File: src/rtl/dmem_io_arbiter.sv
// Shares the single-port data RAM and the IO bus between the CPU load/store path
// and the UART program loader with a fixed 3-cycle IDLE/ISSUE/RESP access sequence.
module dmem_io_arbiter #(
    parameter logic [31:0] IO_BASE      = 32'hFFFF_FC00,
    parameter int unsigned IO_SPAN_LOG2 = 10,
    parameter int unsigned IO_W         = 16,
    parameter int unsigned STARVE_LIMIT = 8
) (
    input  logic            clk_i,
    input  logic            rst_i,
    input  logic            cpu_req_i,
    input  logic            cpu_we_i,
    input  logic [31:0]     cpu_addr_i,
    input  logic [31:0]     cpu_wdata_i,
    output logic [31:0]     cpu_rdata_o,
    output logic            cpu_ack_o,
    output logic            cpu_stall_o,
    input  logic            uart_req_i,
    input  logic [31:0]     uart_addr_i,
    input  logic [31:0]     uart_wdata_i,
    output logic            uart_ack_o,
    output logic            mem_en_o,
    output logic            mem_we_o,
    output logic [31:0]     mem_addr_o,
    output logic [31:0]     mem_wdata_o,
    input  logic [31:0]     mem_rdata_i,
    output logic            io_rd_o,
    output logic            io_wr_o,
    output logic [31:0]     io_addr_o,
    output logic [31:0]     io_wdata_o,
    input  logic [IO_W-1:0] io_rdata_i
);

    localparam int unsigned SW = $clog2(STARVE_LIMIT + 1);
    localparam logic [SW-1:0] STARVE_MAX = SW'(STARVE_LIMIT);

    typedef enum logic [1:0] {S_IDLE, S_ISSUE, S_RESP} state_e;
    typedef enum logic {OWN_CPU, OWN_UART} owner_e;

    state_e          state_q, state_d;
    owner_e          owner_q, owner_d;
    logic            we_q, we_d;
    logic            io_q, io_d;
    logic [SW-1:0]   starve_q, starve_d;
    logic            mem_en_q, mem_en_d, mem_we_q, mem_we_d;
    logic            io_rd_q, io_rd_d, io_wr_q, io_wr_d;
    logic            cpu_ack_q, cpu_ack_d, uart_ack_q, uart_ack_d;
    logic [31:0]     mem_addr_q, mem_addr_d, mem_wdata_q, mem_wdata_d;
    logic [31:0]     io_addr_q, io_addr_d, io_wdata_q, io_wdata_d;
    logic [IO_W-1:0] io_rdata_q, io_rdata_d;

    logic cpu_io_hit;
    logic uart_wins;

    assign cpu_io_hit = (cpu_addr_i[31:IO_SPAN_LOG2] == IO_BASE[31:IO_SPAN_LOG2]);
    // A starved CPU blocks the UART only while it is actually requesting.
    assign uart_wins  = uart_req_i && !(cpu_req_i && (starve_q >= STARVE_MAX));

    always_comb begin
        state_d     = state_q;
        owner_d     = owner_q;
        we_d        = we_q;
        io_d        = io_q;
        starve_d    = cpu_req_i ? starve_q : '0;
        mem_en_d    = 1'b0;
        mem_we_d    = 1'b0;
        io_rd_d     = 1'b0;
        io_wr_d     = 1'b0;
        cpu_ack_d   = 1'b0;
        uart_ack_d  = 1'b0;
        mem_addr_d  = mem_addr_q;
        mem_wdata_d = mem_wdata_q;
        io_addr_d   = io_addr_q;
        io_wdata_d  = io_wdata_q;
        io_rdata_d  = io_rdata_q;

        case (state_q)
            S_IDLE: begin
                if (uart_wins) begin
                    owner_d     = OWN_UART;
                    we_d        = 1'b1;
                    io_d        = 1'b0;
                    mem_en_d    = 1'b1;
                    mem_we_d    = 1'b1;
                    mem_addr_d  = uart_addr_i;
                    mem_wdata_d = uart_wdata_i;
                    state_d     = S_ISSUE;
                    if (cpu_req_i) begin
                        starve_d = (starve_q >= STARVE_MAX) ? STARVE_MAX : starve_q + SW'(1);
                    end
                end else if (cpu_req_i) begin
                    owner_d  = OWN_CPU;
                    we_d     = cpu_we_i;
                    io_d     = cpu_io_hit;
                    starve_d = '0;
                    state_d  = S_ISSUE;
                    if (cpu_io_hit) begin
                        io_rd_d    = !cpu_we_i;
                        io_wr_d    = cpu_we_i;
                        io_addr_d  = cpu_addr_i;
                        io_wdata_d = cpu_wdata_i;
                    end else begin
                        mem_en_d    = 1'b1;
                        mem_we_d    = cpu_we_i;
                        mem_addr_d  = cpu_addr_i;
                        mem_wdata_d = cpu_wdata_i;
                    end
                end
            end
            S_ISSUE: begin
                if (io_rd_q) begin
                    io_rdata_d = io_rdata_i;
                end
                cpu_ack_d  = (owner_q == OWN_CPU);
                uart_ack_d = (owner_q == OWN_UART);
                state_d    = S_RESP;
            end
            S_RESP: begin
                state_d = S_IDLE;
            end
            default: begin
                state_d = S_IDLE;
            end
        endcase
    end

    always_ff @(posedge clk_i) begin
        if (rst_i) begin
            state_q     <= S_IDLE;
            owner_q     <= OWN_CPU;
            we_q        <= 1'b0;
            io_q        <= 1'b0;
            starve_q    <= '0;
            mem_en_q    <= 1'b0;
            mem_we_q    <= 1'b0;
            io_rd_q     <= 1'b0;
            io_wr_q     <= 1'b0;
            cpu_ack_q   <= 1'b0;
            uart_ack_q  <= 1'b0;
            mem_addr_q  <= '0;
            mem_wdata_q <= '0;
            io_addr_q   <= '0;
            io_wdata_q  <= '0;
            io_rdata_q  <= '0;
        end else begin
            state_q     <= state_d;
            owner_q     <= owner_d;
            we_q        <= we_d;
            io_q        <= io_d;
            starve_q    <= starve_d;
            mem_en_q    <= mem_en_d;
            mem_we_q    <= mem_we_d;
            io_rd_q     <= io_rd_d;
            io_wr_q     <= io_wr_d;
            cpu_ack_q   <= cpu_ack_d;
            uart_ack_q  <= uart_ack_d;
            mem_addr_q  <= mem_addr_d;
            mem_wdata_q <= mem_wdata_d;
            io_addr_q   <= io_addr_d;
            io_wdata_q  <= io_wdata_d;
            io_rdata_q  <= io_rdata_d;
        end
    end

    // Load data is only driven during the ack cycle; RAM data arrives straight from the RAM port.
    assign cpu_rdata_o = (cpu_ack_q && !we_q) ? (io_q ? 32'(io_rdata_q) : mem_rdata_i) : '0;
    assign cpu_ack_o   = cpu_ack_q;
    assign cpu_stall_o = cpu_req_i && !cpu_ack_q;
    assign uart_ack_o  = uart_ack_q;
    assign mem_en_o    = mem_en_q;
    assign mem_we_o    = mem_we_q;
    assign mem_addr_o  = mem_addr_q;
    assign mem_wdata_o = mem_wdata_q;
    assign io_rd_o     = io_rd_q;
    assign io_wr_o     = io_wr_q;
    assign io_addr_o   = io_addr_q;
    assign io_wdata_o  = io_wdata_q;

endmodule
File: config.mk
export PLATFORM = sky130hd
export DESIGN_NAME = dmem_io_arbiter
export DESIGN_NICKNAME = d
export VERILOG_FILES = /design/src/rtl/dmem_io_arbiter.sv
export SDC_FILE = /design/constraint.sdc
export NUM_CORES = 1
export LEC_CHECK = 0
export ABC_AREA = 1
export BUFFER_PORTS_ARGS = -buffer_cell sky130_fd_sc_hd__clkbuf_2
export CAP_MARGIN = 0
export CORE_ASPECT_RATIO = 0.5
export CORE_MARGIN = 5
export CORE_UTILIZATION = 52
export CTS_BUF_LIST = sky130_fd_sc_hd__clkbuf_2
export DETAILED_ROUTE_END_ITERATION = 7
export GPL_TIMING_DRIVEN = 0
export PLACE_DENSITY = 0.88
export SLEW_MARGIN = 20
export SYNTH_ARGS = -nofsm -noshare
export SYNTH_HDL_FRONTEND = slang
export SYNTH_SLANG_ARGS = --single-unit
File: constraint.sdc
create_clock -name clk_i -period 3 [get_ports clk_i]
set_clock_uncertainty 0.2 [all_clocks]
set_input_delay 0 -clock clk_i [delete_from_list [all_inputs] [get_ports clk_i]]
set_output_delay 0 -clock clk_i [all_outputs]
set_load 0.05 [all_outputs]
==> run summary <==
Status - complete, but fails checks
Failing checks - DRC, hold timing, setup timing
Area delta synth->final - 67.1%
Max-cap viol count - 0
Final instance area - 0.0125 mm^2
Setup crit end kind - flip-flop
Final wirelength - 39300 um
Largest net degree at the start of global routing - 19
Cell taking the most area after synthesis - dfxtp_1
Peak VDD IR - 0.282 mV
WL/cell - 19.2 um
IO Port Bufs - 346
Max_slew headroom - 0.517
Cts bufs inserted - 17
Largest cells by area after synthesis - dfxtp_1, nand2_1, nor2_1
Crit-path cells - dlygate4sd3_1 > clkbuf_2 > nand2_1 > nor2_1 > nand2_1 > dlygate4sd3_1 > nor2_2 > dlygate4sd3_1 > nand2_2 > buf_4 > nand3_1 > nand2_1 > nor2_1 > dlygate4sd3_1
FF+latch count, synth - 159
Clock power frac - 0.254
Layout Nets - 2018
Synth top cells by count - nand2_1, nor2_1, dfxtp_1
Final setup fails - 5
Gr busiest metal - met2
Max Slew Vio Count - 0
Fraction of layout instances using a drive strength above 1 - 0.233
Slowest stage delay, CP - 610 ps
Core area - 0.0143 mm^2
Register share of total power - 0.434
DR pass1 iterations - 8
Initial Utilization - 0.524
Vias/cell - 5.68
I/O pins - 348
Top_reg_cell synth - dfxtp_1
Net Sw Frac - 0.399
Clock transition at path regs - 280 ps
Sequential share of the synthesized area - 0.424
M3 GR Usage - 0.154
Most common cell in the netlist - nand2_1
Critical Path RT - 3510 ps
Total area of sequential cells - 0.00318 mm^2
Fin crit period - 3060 ps
Clock sinks - 159
Fillers - 676
Met2 Use GR - 0.739
Max Fclk - 0.327 GHz
DP Area - 0.00948 mm^2
Slowest-stage cell, CP - dlygate4sd3_1
Yosys top cell area share - 0.424
Initial antenna violation count - 1
Number of global-route vias before repair - 11700
Warnings from Yosys - 0
Multi-input logic area - 0.00335 mm^2
Synth async-reset ratio - 0
Syn_nets - 1380
CP Buf/Inv Count - 6
Die span in x - 180 um
Mapped cell area - 0.00750 mm^2
NetSw - 0.00212 W
Yosys cell types - 20
Fin crit share - 1.02
Die area - 0.0171 mm^2
Setup TNS - -207 ps
Met1 usage - 0.452
WP data arrival - 3570 ps
Int Pwr - 0.00320 W
Via Count - 11600
Crit-path most repeated cell - dlygate4sd3_1
Hold Crit Class - primary input to flip-flop
Clock Tree Buf Depth - 2
Clock Latency Late Sink - 770 ps
Final HPWL DP - 20000 um
Antenna-violating nets left - 0
Die height - 94.9 um
Static Leak - 6.77 nW
Synth Area per Inst - 6.27 um^2
Hold Violations, Final - 2
CP Launch Type - primary input
Delay-heaviest family, CP - buffers and inverters
Peak fanout along the critical path - 10
RePlAce Congestion - 0.875
Remaining Overflow, GRT - 0
Hold WS - -4.30 ps
# rows - 31
Initial DRC count - 1396
Critical path type - primary input to flip-flop
CTS tree - built
Slew at the pin with the worst max-slew slack - 724 ps
Post-synth EDFFs - 0
Final worst slack - -61.0 ps
H-tree levels - 4
First-pass GRT wire length - 59600 um
Residual DRC count - 17
Comb power frac - 0.312
PD cells - 424 mW/mm^2
Syn Inst Count - 1197
Tot GR Track Use - 0.436
Clock Tree Root - clkbuf_2
worst reg2reg max path: cells and delay by family (launching register included):
family | cells | cell delay (ps)
buffers and inverters | 5 | 1630
AND/OR/NAND/NOR | 7 | 740
flip-flops | 1 | 390
per-layer routing:
layer,share of wire,wire length [um]
met5,0,0
met4,0.096,3780
met3,0.13,4960
met2,0.45,17800
met1,0.33,12800
logic make-up after synthesis:
group,share of synthesized area
and+or+nand+nor,0.333
buffers and inverters,0.131
AOI/OAI and AO/OA,0.108
DFF,0.424
adders and majority gates,0.00334
stage by stage:
stage	instances	power [W]	utilization	setup slack (ps)	hold slack (ps)
after floorplan	1197	0.00315	-	729	-123
final	2047	0.00532	0.876	-61.0	-4.30
after global placement	1741	0.00352	0.662	1040	-3.12
after detailed placement	1741	0.00354	0.662	928	0.896
after CTS	2044	0.00510	0.871	106	0.0245
after global routing	2047	0.00547	0.876	-35.9	29.6
path summary, 6_finish.rpt:
check / startpoint / to / slack [ps] / depth (start not counted)
worst max-delay path: cpu_addr_i[29] / mem_wdata_o[1] / -60 / 14
worst max register to register: starve_q[3] / mem_addr_o[17] / 30 / 12
worst min register to register: io_addr_o[22] / io_addr_o[22] / 270 / 2
worst min-delay path: uart_wdata_i[15] / mem_wdata_o[15] / -4 / 8
layout by cell type, fill, tap and decap left out, drive strengths merged:
master / instances
nand2: 379
dlygate4sd3: 273
nor2: 183
dfxtp: 159
clkinv: 5
ha: 2
a22oi: 1
clkinvlp: 1
inv: 168
diode: 1
a21oi: 125
clkbuf: 406
nor3: 6
nand4: 1
o21ai: 35
buf: 36
bufinv: 1
nand3: 67
timing repair:
action                                  4_1_cts  5_1_grt
hold endpoints to repair                    159        4
hold buffers                                271        2
endpoints found under the setup margin        0       29
buffers inserted                              0        0
resized for setup                             0       26
registers in the layout, summed over array words and instances, names as in the netlist, 2 cells and up:
name / flops
mem_wdata_o: 32
starve_q: 4
mem_addr_o: 32
io_rdata_q: 16
io_addr_o: 32
state_q: 2
io_wdata_o: 32
power by group through the flow:
stage	clock network (W)	logic [W]	registers, W
global route	0.00142	0.00174	0.00232
floorplan	0	0.000482	0.00267
global placement	0	0.00120	0.00232
detailed placement	0	0.00121	0.00233
finish	0.00135	0.00166	0.00231
CTS	0.00130	0.00151	0.00229
cell type report:
cell class,instances,area share
Timing Repair Buffer,619,0.356
Inverter,160,0.0479
Multi-Input combinational cell,799,0.267
Clock inverter,15,0.0151
Buffer,79,0.0329
Tap cell,198,0.0198
Clock buffer,17,0.00679
Sequential cell,159,0.254
Antenna cell,1,0.000200
No activity file was read; power rests on OpenSTA's default activity.
